**config.mk**
```make
export PLATFORM = sky130hd
export DESIGN_NAME = comparador_multi
export DESIGN_NICKNAME = d
export VERILOG_FILES = /design/src/rtl/comparador_multi.sv
export SDC_FILE = /design/constraint.sdc
export NUM_CORES = 1
export LEC_CHECK = 0
export ABC_AREA = 0
export CORE_MARGIN = 2
export CORE_UTILIZATION = 56
export DETAILED_ROUTE_END_ITERATION = 10
export GPL_TIMING_DRIVEN = 0
export PLACE_DENSITY = 0.91
export SLEW_MARGIN = 40
export SYNTH_ARGS = -nofsm -noshare
export SYNTH_HDL_FRONTEND = slang
export SYNTH_SLANG_ARGS = --single-unit
```
**constraint.sdc**
```tcl
create_clock -name clk -period 16.3 [get_ports clk]
set_input_delay 1.63 -clock clk [delete_from_list [all_inputs] [get_ports clk]]
set_output_delay 1.63 -clock clk [all_outputs]
set_load 0.02 [all_outputs]
```
**src/rtl/comparador_multi.sv**
```systemverilog
// comparador_multi: NUM_CH-channel hash/target comparator, round-robin arbiter and show-ahead result FIFO.
// Optional statistics outputs (hash_cnt, best_bounty) exist only when COMPARADOR_MULTI_STATS_EN is defined.
module comparador_multi #(
    parameter int NUM_CH    = 2,
    parameter int H_W       = 24,
    parameter int NONCE_W   = 32,
    parameter int CMP_BYTES = 2,
    parameter int DEPTH     = 4,
    localparam int CH_W     = (NUM_CH > 1) ? $clog2(NUM_CH) : 1
) (
    input  logic                      clk,
    input  logic                      reset,
    input  logic [NUM_CH-1:0]         in_valid,
    input  logic [NUM_CH*H_W-1:0]     in_H,
    input  logic [NUM_CH*NONCE_W-1:0] in_nonce,
    input  logic [7:0]                target,
    input  logic                      fin,
    output logic                      out_valid,
    input  logic                      out_ready,
    output logic [NONCE_W-1:0]        out_nonce,
    output logic [H_W-1:0]            out_bounty,
    output logic [CH_W-1:0]           out_ch,
    output logic                      fifo_full,
    output logic                      drop,
`ifdef COMPARADOR_MULTI_STATS_EN
    output logic [31:0]               hash_cnt,
    output logic [H_W-1:0]            best_bounty,
`endif
    output logic [15:0]               match_cnt
);

    localparam int PTR_W = $clog2(DEPTH);
    localparam int CNT_W = PTR_W + 1;
    localparam logic [CNT_W-1:0] DEPTH_C  = CNT_W'(DEPTH);
    localparam logic [CH_W-1:0]  LAST_CH  = CH_W'(NUM_CH - 1);
    localparam logic [CH_W:0]    NUM_CH_C = (CH_W + 1)'(NUM_CH);

    logic [NUM_CH-1:0]  hit_s;
    logic [NUM_CH-1:0]  rot_s;
    logic [NUM_CH-1:0]  gnt_vec_s;
    logic [NUM_CH-1:0]  pend_q, pend_d;
    logic [NONCE_W-1:0] slot_nonce_q [NUM_CH];
    logic [H_W-1:0]     slot_h_q     [NUM_CH];

    logic               pop_s, push_ok_s, push_s;
    logic [CH_W:0]      sum_s;
    logic [CH_W-1:0]    cand_s, gnt_idx_s;
    logic [CH_W-1:0]    rr_q, rr_d;
    logic               drop_q, drop_d;
    logic [PTR_W-1:0]   wr_ptr_q, wr_ptr_d, rd_ptr_q, rd_ptr_d;
    logic [CNT_W-1:0]   count_q, count_d;
    logic [15:0]        match_cnt_q, match_cnt_d;

    logic [CH_W-1:0]    mem_ch_q    [DEPTH];
    logic [NONCE_W-1:0] mem_nonce_q [DEPTH];
    logic [H_W-1:0]     mem_h_q     [DEPTH];

    // Hit detection: every compared top byte must be strictly below target.
    always_comb begin
        for (int i = 0; i < NUM_CH; i++) begin
            hit_s[i] = in_valid[i] & ~fin;
            for (int k = 0; k < CMP_BYTES; k++) begin
                hit_s[i] = hit_s[i] & (in_H[i*H_W + H_W - 8*(k+1) +: 8] < target);
            end
        end
    end

    // Round-robin arbiter: rotate pending flags so bit 0 is the rr channel, lowest set bit wins.
    always_comb begin
        pop_s     = (count_q != {CNT_W{1'b0}}) & out_ready;
        push_ok_s = (count_q < DEPTH_C) | pop_s;
        rot_s     = NUM_CH'({pend_q, pend_q} >> rr_q);
        gnt_idx_s = {CH_W{1'b0}};
        sum_s     = {(CH_W+1){1'b0}};
        cand_s    = {CH_W{1'b0}};
        for (int k = NUM_CH - 1; k >= 0; k--) begin
            sum_s     = {1'b0, rr_q} + (CH_W + 1)'(k);
            cand_s    = (sum_s >= NUM_CH_C) ? CH_W'(sum_s - NUM_CH_C) : sum_s[CH_W-1:0];
            gnt_idx_s = rot_s[k] ? cand_s : gnt_idx_s;
        end
        push_s = push_ok_s & (|pend_q);
        for (int i = 0; i < NUM_CH; i++) begin
            gnt_vec_s[i] = push_s & (gnt_idx_s == CH_W'(i));
        end
    end

    // Next-state for pending flags, drop, rr pointer, FIFO pointers and counters.
    always_comb begin
        pend_d = (pend_q & ~gnt_vec_s) | hit_s;
        drop_d = drop_q | (|(hit_s & pend_q & ~gnt_vec_s));
        if (push_s) begin
            rr_d = (gnt_idx_s == LAST_CH) ? {CH_W{1'b0}} : gnt_idx_s + CH_W'(1);
        end else begin
            rr_d = rr_q;
        end
        wr_ptr_d = push_s ? wr_ptr_q + PTR_W'(1) : wr_ptr_q;
        rd_ptr_d = pop_s  ? rd_ptr_q + PTR_W'(1) : rd_ptr_q;
        case ({push_s, pop_s})
            2'b10:   count_d = count_q + CNT_W'(1);
            2'b01:   count_d = count_q - CNT_W'(1);
            default: count_d = count_q;
        endcase
        match_cnt_d = (push_s && (match_cnt_q != 16'hFFFF)) ? match_cnt_q + 16'd1 : match_cnt_q;
    end

    // Control state registers.
    always_ff @(posedge clk or posedge reset) begin
        if (reset) begin
            pend_q      <= {NUM_CH{1'b0}};
            drop_q      <= 1'b0;
            rr_q        <= {CH_W{1'b0}};
            wr_ptr_q    <= {PTR_W{1'b0}};
            rd_ptr_q    <= {PTR_W{1'b0}};
            count_q     <= {CNT_W{1'b0}};
            match_cnt_q <= 16'd0;
        end else begin
            pend_q      <= pend_d;
            drop_q      <= drop_d;
            rr_q        <= rr_d;
            wr_ptr_q    <= wr_ptr_d;
            rd_ptr_q    <= rd_ptr_d;
            count_q     <= count_d;
            match_cnt_q <= match_cnt_d;
        end
    end

    // Per-channel pending slot payload; a new hit always replaces the old contents.
    always_ff @(posedge clk or posedge reset) begin
        if (reset) begin
            for (int i = 0; i < NUM_CH; i++) begin
                slot_nonce_q[i] <= {NONCE_W{1'b0}};
                slot_h_q[i]     <= {H_W{1'b0}};
            end
        end else begin
            for (int i = 0; i < NUM_CH; i++) begin
                if (hit_s[i]) begin
                    slot_nonce_q[i] <= in_nonce[i*NONCE_W +: NONCE_W];
                    slot_h_q[i]     <= in_H[i*H_W +: H_W];
                end
            end
        end
    end

    // FIFO storage; cleared on reset so every output reads 0 afterwards.
    always_ff @(posedge clk or posedge reset) begin
        if (reset) begin
            for (int j = 0; j < DEPTH; j++) begin
                mem_ch_q[j]    <= {CH_W{1'b0}};
                mem_nonce_q[j] <= {NONCE_W{1'b0}};
                mem_h_q[j]     <= {H_W{1'b0}};
            end
        end else if (push_s) begin
            mem_ch_q[wr_ptr_q]    <= gnt_idx_s;
            mem_nonce_q[wr_ptr_q] <= slot_nonce_q[gnt_idx_s];
            mem_h_q[wr_ptr_q]     <= slot_h_q[gnt_idx_s];
        end
    end

    assign out_valid  = (count_q != {CNT_W{1'b0}});
    assign fifo_full  = (count_q == DEPTH_C);
    assign out_nonce  = mem_nonce_q[rd_ptr_q];
    assign out_bounty = mem_h_q[rd_ptr_q];
    assign out_ch     = mem_ch_q[rd_ptr_q];
    assign drop       = drop_q;
    assign match_cnt  = match_cnt_q;

`ifdef COMPARADOR_MULTI_STATS_EN
    logic [31:0]    hash_cnt_q, hash_cnt_d;
    logic [H_W-1:0] best_q, best_d;

    // Statistics next-state: valid hash attempts and smallest pushed hash.
    always_comb begin
        hash_cnt_d = hash_cnt_q;
        for (int i = 0; i < NUM_CH; i++) begin
            hash_cnt_d = hash_cnt_d + {31'd0, in_valid[i] & ~fin};
        end
        if (push_s && (slot_h_q[gnt_idx_s] < best_q)) begin
            best_d = slot_h_q[gnt_idx_s];
        end else begin
            best_d = best_q;
        end
    end

    // Statistics registers.
    always_ff @(posedge clk or posedge reset) begin
        if (reset) begin
            hash_cnt_q <= 32'd0;
            best_q     <= {H_W{1'b1}};
        end else begin
            hash_cnt_q <= hash_cnt_d;
            best_q     <= best_d;
        end
    end

    assign hash_cnt    = hash_cnt_q;
    assign best_bounty = best_q;
`endif

endmodule

```
==> results.json, run 1 <==
{
  "slowest_delay_ns": 0.69,
  "boundaryPins": 202,
  "grt_overflow_total": 0,
  "ys_types": 44,
  "ys_seq_area_frac": 0.5775,
  "tightest_slew_ns": 0.8652,
  "cts_hold_buf": 0,
  "rsz0062_at_grt": "no",
  "initial_core_util": 0.5708,
  "wl_per_cell_um": 21.66,
  "end_kind": "output port",
  "synth-edff-count": 0,
  "critPathKind": "reg2out",
  "synth_warnings": 0,
  "place_area_mm2": 0.01851,
  "period_share": 0.3042,
  "slew_violations": 0,
  "cp_max_fo": 10,
  "dp.cells": 1884,
  "htreeDepth": 2,
  "cap_violations": 0,
  "leakage_nw": 9.004,
  "clk_latency_ns": 0.53,
  "synth.most_common_cell": "dfrtp_1",
  "dpl.hpwl_um": 29450,
  "grt_usage": 0.2887,
  "max-slew-margin-rel": 0.4232,
  "die_area_mm2": 0.02976,
  "cts.path.max_buffers": 3,
  "ir_drop_mv": 0.09947,
  "crit_buf_inv": 3,
  "n_antenna_cell": 0,
  "synth_area_mm2": 0.01590,
  "drt-initial-drc-count": 931,
  "synthCells": 1301,
  "cts-root-buf": "clkbuf_16",
  "cp.arrival_ns": 3.33,
  "antenna_left": 0,
  "period_needed_ns": 4.959,
  "async_flop_share": 1.000,
  "cp-start-kind": "flip-flop",
  "fin_nets": 1706,
  "num_vias": 11790,
  "power.density_mw_per_mm2": 193.2,
  "ys_seq_elements": 367,
  "syn-num-nets": 1462,
  "min_to": "mem_h_q[51]",
  "reg2regPathDepth": 8,
  "cts_sinks": 367,
  "cpLargestDelayFamily": "buffers and inverters",
  "rrSetupSlack_ns": 13.72,
  "cp_common_cell": "clkbuf_1",
  "drt-total-wl_um": 42230,
  "yosys-top-cells-count": "dfrtp_1 (367), nand2_1 (254), o21ai_0 (235)",
  "clk_pin_slew_ns": 0.06,
  "rows": 61,
  "drtPass1Iterations": 6,
  "finalSetupTns_ns": 0,
  "hold_path_depth": 2,
  "synth_area_per_cell_um2": 12.22,
  "grt.met1_usage": 0.3782,
  "core_mm2": 0.02786,
  "yosys.area.top_type": "dfrtp_1",
  "grt_busiest_layer": "met2",
  "post-cts-setup-buffer-count": 0,
  "final_cell_area_mm2": 0.01969,
  "grt_pass1_wl_um": 67760,
  "antenna_found_initial": 0,
  "port_buffers": 201,
  "finClkSkew_ns": 0.01482,
  "crit_chain": "clkbuf_1, clkbuf_1, mux4_2, clkdlybuf4s50_1",
  "synth_top_area_frac": 0.5775,
  "setup_viol": 0,
  "met3_usage": 0.04642,
  "die_h_um": 172.5,
  "reg2reg_from": "count_q[2]",
  "grt_max_degree": 87,
  "worstHoldPathType": "reg2reg",
  "grt_pass1_vias": 12500,
  "drc": 0,
  "r2r_end": "mem_h_q[24]",
  "ys_top_cells_by_area": "dfrtp_1 (58%), mux4_2 (8.1%), o21ai_0 (7.4%)",
  "synth-main-ff-cell": "dfrtp_1",
  "critical-path-slowest-cell": "clkbuf_1",
  "layout-drive-gt1-share": 0.1349,
  "gp_congestion": 0.8732,
  "numCtsBuffers": 37,
  "cts_resized": 0,
  "syn2layout_area_growth_pct": 23.85,
  "cp.required_ns": 14.67,
  "outcome": "finished clean",
  "use_met2": 0.4796,
  "max_freq_ghz": 0.2017,
  "hold_violations": 0,
  "cts_tree": "yes",
  "vias_per_cell": 6.045,
  "fin_cells": 1950,
  "die-width_um": 172.5,
  "hold_start": "mem_h_q[51]"
}
-- report_power, final --
group / total, W / switching, W / internal (W)
registers: 0.00147 / 0.000205 / 0.00127
clock network: 0.000831 / 0.000350 / 0.000480
logic: 0.00150 / 0.000823 / 0.000677
-- worst max path at each step --
stage / startpoint / cells after the start / to / slack, ns
3_5_place_dp: target[2] / 10 / slot_h_q[35] / 11.55
3_3_place_gp: reset / 2 / slot_nonce_q[9] / 0.94
6_report: rd_ptr_q[1] / 4 / out_nonce[4] / 11.34
2_1_floorplan: reset / 1 / count_q[0] / 4.48
4_1_cts: rd_ptr_q[1] / 4 / out_nonce[4] / 11.31
5_1_grt: rd_ptr_q[1] / 4 / out_nonce[4] / 11.21
-- cell families (layout without fill, tap and decap cells) --
kind of cell | Yosys count | count (layout) | share of synthesized area
muxes | 227 | 227 | 0.1967
adders and majority gates | 35 | 35 | 0.02801
buffers and inverters | 97 | 368 | 0.02557
AOI/OAI and AO/OA | 256 | 256 | 0.08388
DFF | 367 | 367 | 0.5775
xor gates and xnor gates | 20 | 20 | 0.01102
and+or+nand+nor | 299 | 299 | 0.07727
-- metrics by stage --
step	power (W)	worst slack, ns	hold slack, ns	utilization
floorplan	0.002342	4.481	0.4375	-
global placement	0.002863	0.9422	0.4558	0.6600
detailed placement	0.002961	11.55	0.4656	0.6644
CTS	0.003803	11.31	0.4795	0.7068
global route	0.003995	11.21	0.4922	0.7069
finish	0.003804	11.34	0.4809	0.7069
-- cell type report --
cell class                 instances  area, µm²
multi-input combinational        837       6311
clock inverter                     7      41.29
timing repair buffer             205       2122
sequential                       367       9184
fill                            1835       8164
buffer                            82      357.8
clock buffer                      59       1141
tap                              378      473.0
inverter                          15      63.81
-- worst reg2reg max path, cell delays in order, from the launching register on --
cell and delay [ns]:
dfrtp_1 0.40, nand2b_1 0.12, o21a_1 0.14, buf_2 0.19, nand2_1 0.29, clkbuf_1 0.56
clkbuf_1 0.54, nand2_1 0.14, o21ai_0 0.11
-- sequential cells by signal, indices dropped and copies added (netlist names) --
register,flops
mem_nonce_q,128
mem_h_q,96
slot_nonce_q,64
slot_h_q,48
match_cnt,16
mem_ch_q,4
count_q,3
pend_q,2
rd_ptr_q,2
wr_ptr_q,2
drop,1
rr_q,1
-- routing by layer --
metal,up-vias,wire (µm)
met3,134,2872
li1,5063,-
met5,-,0
met1,6007,16670
met2,583,20850
met4,0,1836
-- layout by cell type (no fill, tap or decap), drive strengths merged, types with 2 or more instances in the layout --
cell type	synthesis	final
mux2	114	114
buf	21	23
o21a	3	3
clkbuf	61	122
nor3b	2	2
mux2i	56	56
xor2	7	7
nand4	11	11
nand2	254	254
and3	7	7
a21o	2	2
inv	15	16
xnor2	13	13
nor4	2	2
nand2b	4	4
o21ai	237	237
a211oi	2	2
clkdlybuf4s50	0	201
nor2	7	7
clkinv	0	5
ha	34	34
and4	2	2
a21oi	4	4
or4b	2	2
nand3	5	5
dfrtp	367	367
mux4	57	57
Note: power is estimated with default switching activity, not from simulation.
==> run 2: changes to the inputs <==
--- a/config.mk
+++ b/config.mk
@@ -7,10 +7,10 @@
 export LEC_CHECK = 0
 export ABC_AREA = 0
 export CORE_MARGIN = 2
-export CORE_UTILIZATION = 56
+export CORE_UTILIZATION = 50
 export DETAILED_ROUTE_END_ITERATION = 10
 export GPL_TIMING_DRIVEN = 0
-export PLACE_DENSITY = 0.91
+export PLACE_DENSITY = 0.86
 export SLEW_MARGIN = 40
 export SYNTH_ARGS = -nofsm -noshare
 export SYNTH_HDL_FRONTEND = slang
==> constraint.sdc (replaced) <==
create_clock -name clk -period 4.4 [get_ports clk]
set_input_delay 0.44 -clock clk [delete_from_list [all_inputs] [get_ports clk]]
set_output_delay 0.44 -clock clk [all_outputs]
set_load 0.02 [all_outputs]
==> run 2 against run 1 <==
Clock skew fell by 0.0028 ns; via count down 1.0%; cell count up 2.1%; critical endpoint unchanged; largest cell class unchanged.
==> results.json, run 2 (same netlist as run 1, synthesis figures left out) <==
{
  "period_share": 0.8512,
  "largest_register_ffs": 128,
  "tightest_slew_ns": 0.8528,
  "critPathKind": "reg2out",
  "port_buffers": 201,
  "rsz0062_at_grt": "no",
  "drt-initial-drc-count": 847,
  "setup_viol": 0,
  "antenna_left": 0,
  "leakage_nw": 9.177,
  "drtPass1Iterations": 5,
  "antenna_found_initial": 0,
  "cts_hold_buf": 0,
  "die_area_mm2": 0.03325,
  "cts_tree": "yes",
  "cts.path.max_buffers": 3,
  "die-width_um": 182.3,
  "cp_max_fo": 10,
  "numCtsBuffers": 40,
  "power.density_mw_per_mm2": 714.6,
  "cp.required_ns": 3.96,
  "outcome": "finished clean",
  "grt_pass1_vias": 12450,
  "die_h_um": 182.3,
  "final_common_cell": "dfrtp_1",
  "cap_violations": 0,
  "max_freq_ghz": 0.2670,
  "fin_nets": 1721,
  "max-slew-margin-rel": 0.4315,
  "drc": 0,
  "n_antenna_cell": 0,
  "rows": 65,
  "cts_resized": 0,
  "boundaryPins": 202,
  "initial_core_util": 0.5052,
  "cp.arrival_ns": 3.31,
  "wl_per_cell_um": 21.39,
  "htreeDepth": 2,
  "num_vias": 11670,
  "slew_violations": 0,
  "final_cell_area_mm2": 0.02010,
  "period_needed_ns": 3.745,
  "dp.cells": 1920,
  "gp_congestion": 0.9186,
  "syn2layout_area_growth_pct": 26.42,
  "hold_violations": 0,
  "end_kind": "output port",
  "worstHoldPathType": "in2async",
  "grt_overflow_total": 0,
  "cp-start-kind": "flip-flop",
  "finClkSkew_ns": 0.01199,
  "largestRegisters": "mem_nonce_q x128, mem_h_q x96, slot_nonce_q x64",
  "grt_max_degree": 28,
  "cts-root-buf": "clkbuf_16",
  "core_mm2": 0.03147,
  "rrSetupSlack_ns": 1.81,
  "ir_drop_mv": 0.4543,
  "drt-total-wl_um": 42560,
  "n_fill_cell": 2234,
  "top_register": "mem_nonce_q",
  "clk_pin_slew_ns": 0.06,
  "vias_per_cell": 5.863,
  "fin_cells": 1990,
  "place_area_mm2": 0.01879,
  "final_cell_mix": "dfrtp_1 (367), nand2_1 (254), o21ai_0 (235), clkdlybuf4s50_1 (201), mux2_2 (74)",
  "grt_usage": 0.2611,
  "dpl.hpwl_um": 30150,
  "clk_latency_ns": 0.53,
  "grt_pass1_wl_um": 67270,
  "layout-drive-gt1-share": 0.1448,
  "post-cts-setup-buffer-count": 0,
  "cts_sinks": 367
}
-- run 2: changes by cell type in the layout (fill, tap and decap cells not counted) --
cell and change:
buf_12 +8, buf_16 +3, buf_2 +1, buf_8 +1
bufinv_16 +2, clkbuf_1 -1, clkbuf_16 +2, clkbuf_2 -1
clkinv_2 -1, clkinvlp_4 +1, inv_6 +1, o21ai_1 -1
o21ai_2 +1
-- run 2: report_power, final --
part	internal, W	switching, W	total (W)
Clock	0.00198	0.00133	0.00332
Sequential	0.00470	0.000743	0.00544
Combinational	0.00253	0.00307	0.00560
Total	0.00922	0.00515	0.0144
-- run 2: worst paths after layout --
| path | startpoint | end | cells after the start |
|---|---|---|---|
| setup / recovery | rd_ptr_q[1] | out_nonce[4] | 4 |
| hold / removal | reset | match_cnt[15] | 2 |
| setup reg to reg | count_q[2] | mem_h_q[7] | 8 |
| hold reg to reg | mem_h_q[37] | mem_h_q[37] | 2 |
| max in group asynchronous | reset | slot_nonce_q[7] | 7 |
| min in group clk | mem_h_q[37] | mem_h_q[37] | 2 |
-- run 2: per-stage QoR --
stage / worst slack, ns / total power [W] / hold slack, ns / TNS (ns) / util
2_1_floorplan: -0.9642 / 0.008677 / 0.4375 / -353.86 / -
3_3_place_gp: -3.041 / 0.01065 / 0.4548 / -1107.76 / 0.5853
5_1_grt: 0.5160 / 0.01511 / 0.2948 / 0 / 0.6387
6_report: 0.6547 / 0.01436 / 0.2548 / 0 / 0.6387
3_5_place_dp: 0.7713 / 0.01104 / 0.4650 / 0 / 0.5971
4_1_cts: 0.6049 / 0.01441 / 0.2522 / 0 / 0.6386
-- run 2: final cells by class --
| type | count | area [µm²] | share of cell area |
|---|---|---|---|
| inverters | 15 | 60.06 | 0.002987 |
| clock buffers | 60 | 1187 | 0.05907 |
| flip-flops and latches | 367 | 9184 | 0.4568 |
| repair buffers | 217 | 2380 | 0.1184 |
| clock inverters | 10 | 116.4 | 0.005788 |
| well taps | 402 | 503.0 | 0.02502 |
| plain buffers | 82 | 357.8 | 0.01780 |
| multi-input cells | 837 | 6315 | 0.3141 |
-- run 2: routing by layer --
| layer | track usage | part of all wire | up-vias |
|---|---|---|---|
| met5 | 0 | 0 | - |
| met2 | 0.4324 | 0.49 | 518 |
| met1 | 0.3479 | 0.40 | 5945 |
| li1 | - | - | 5107 |
| met3 | 0.04131 | 0.068 | 98 |
| met4 | 0.1071 | 0.037 | 0 |
-- run 2: worst max-delay path: stages (launching register included) --
cell	delay, ns
dfrtp_1	0.45
clkbuf_1	0.60
clkbuf_1	0.68
mux4_2	0.47
clkdlybuf4s50_1	0.56
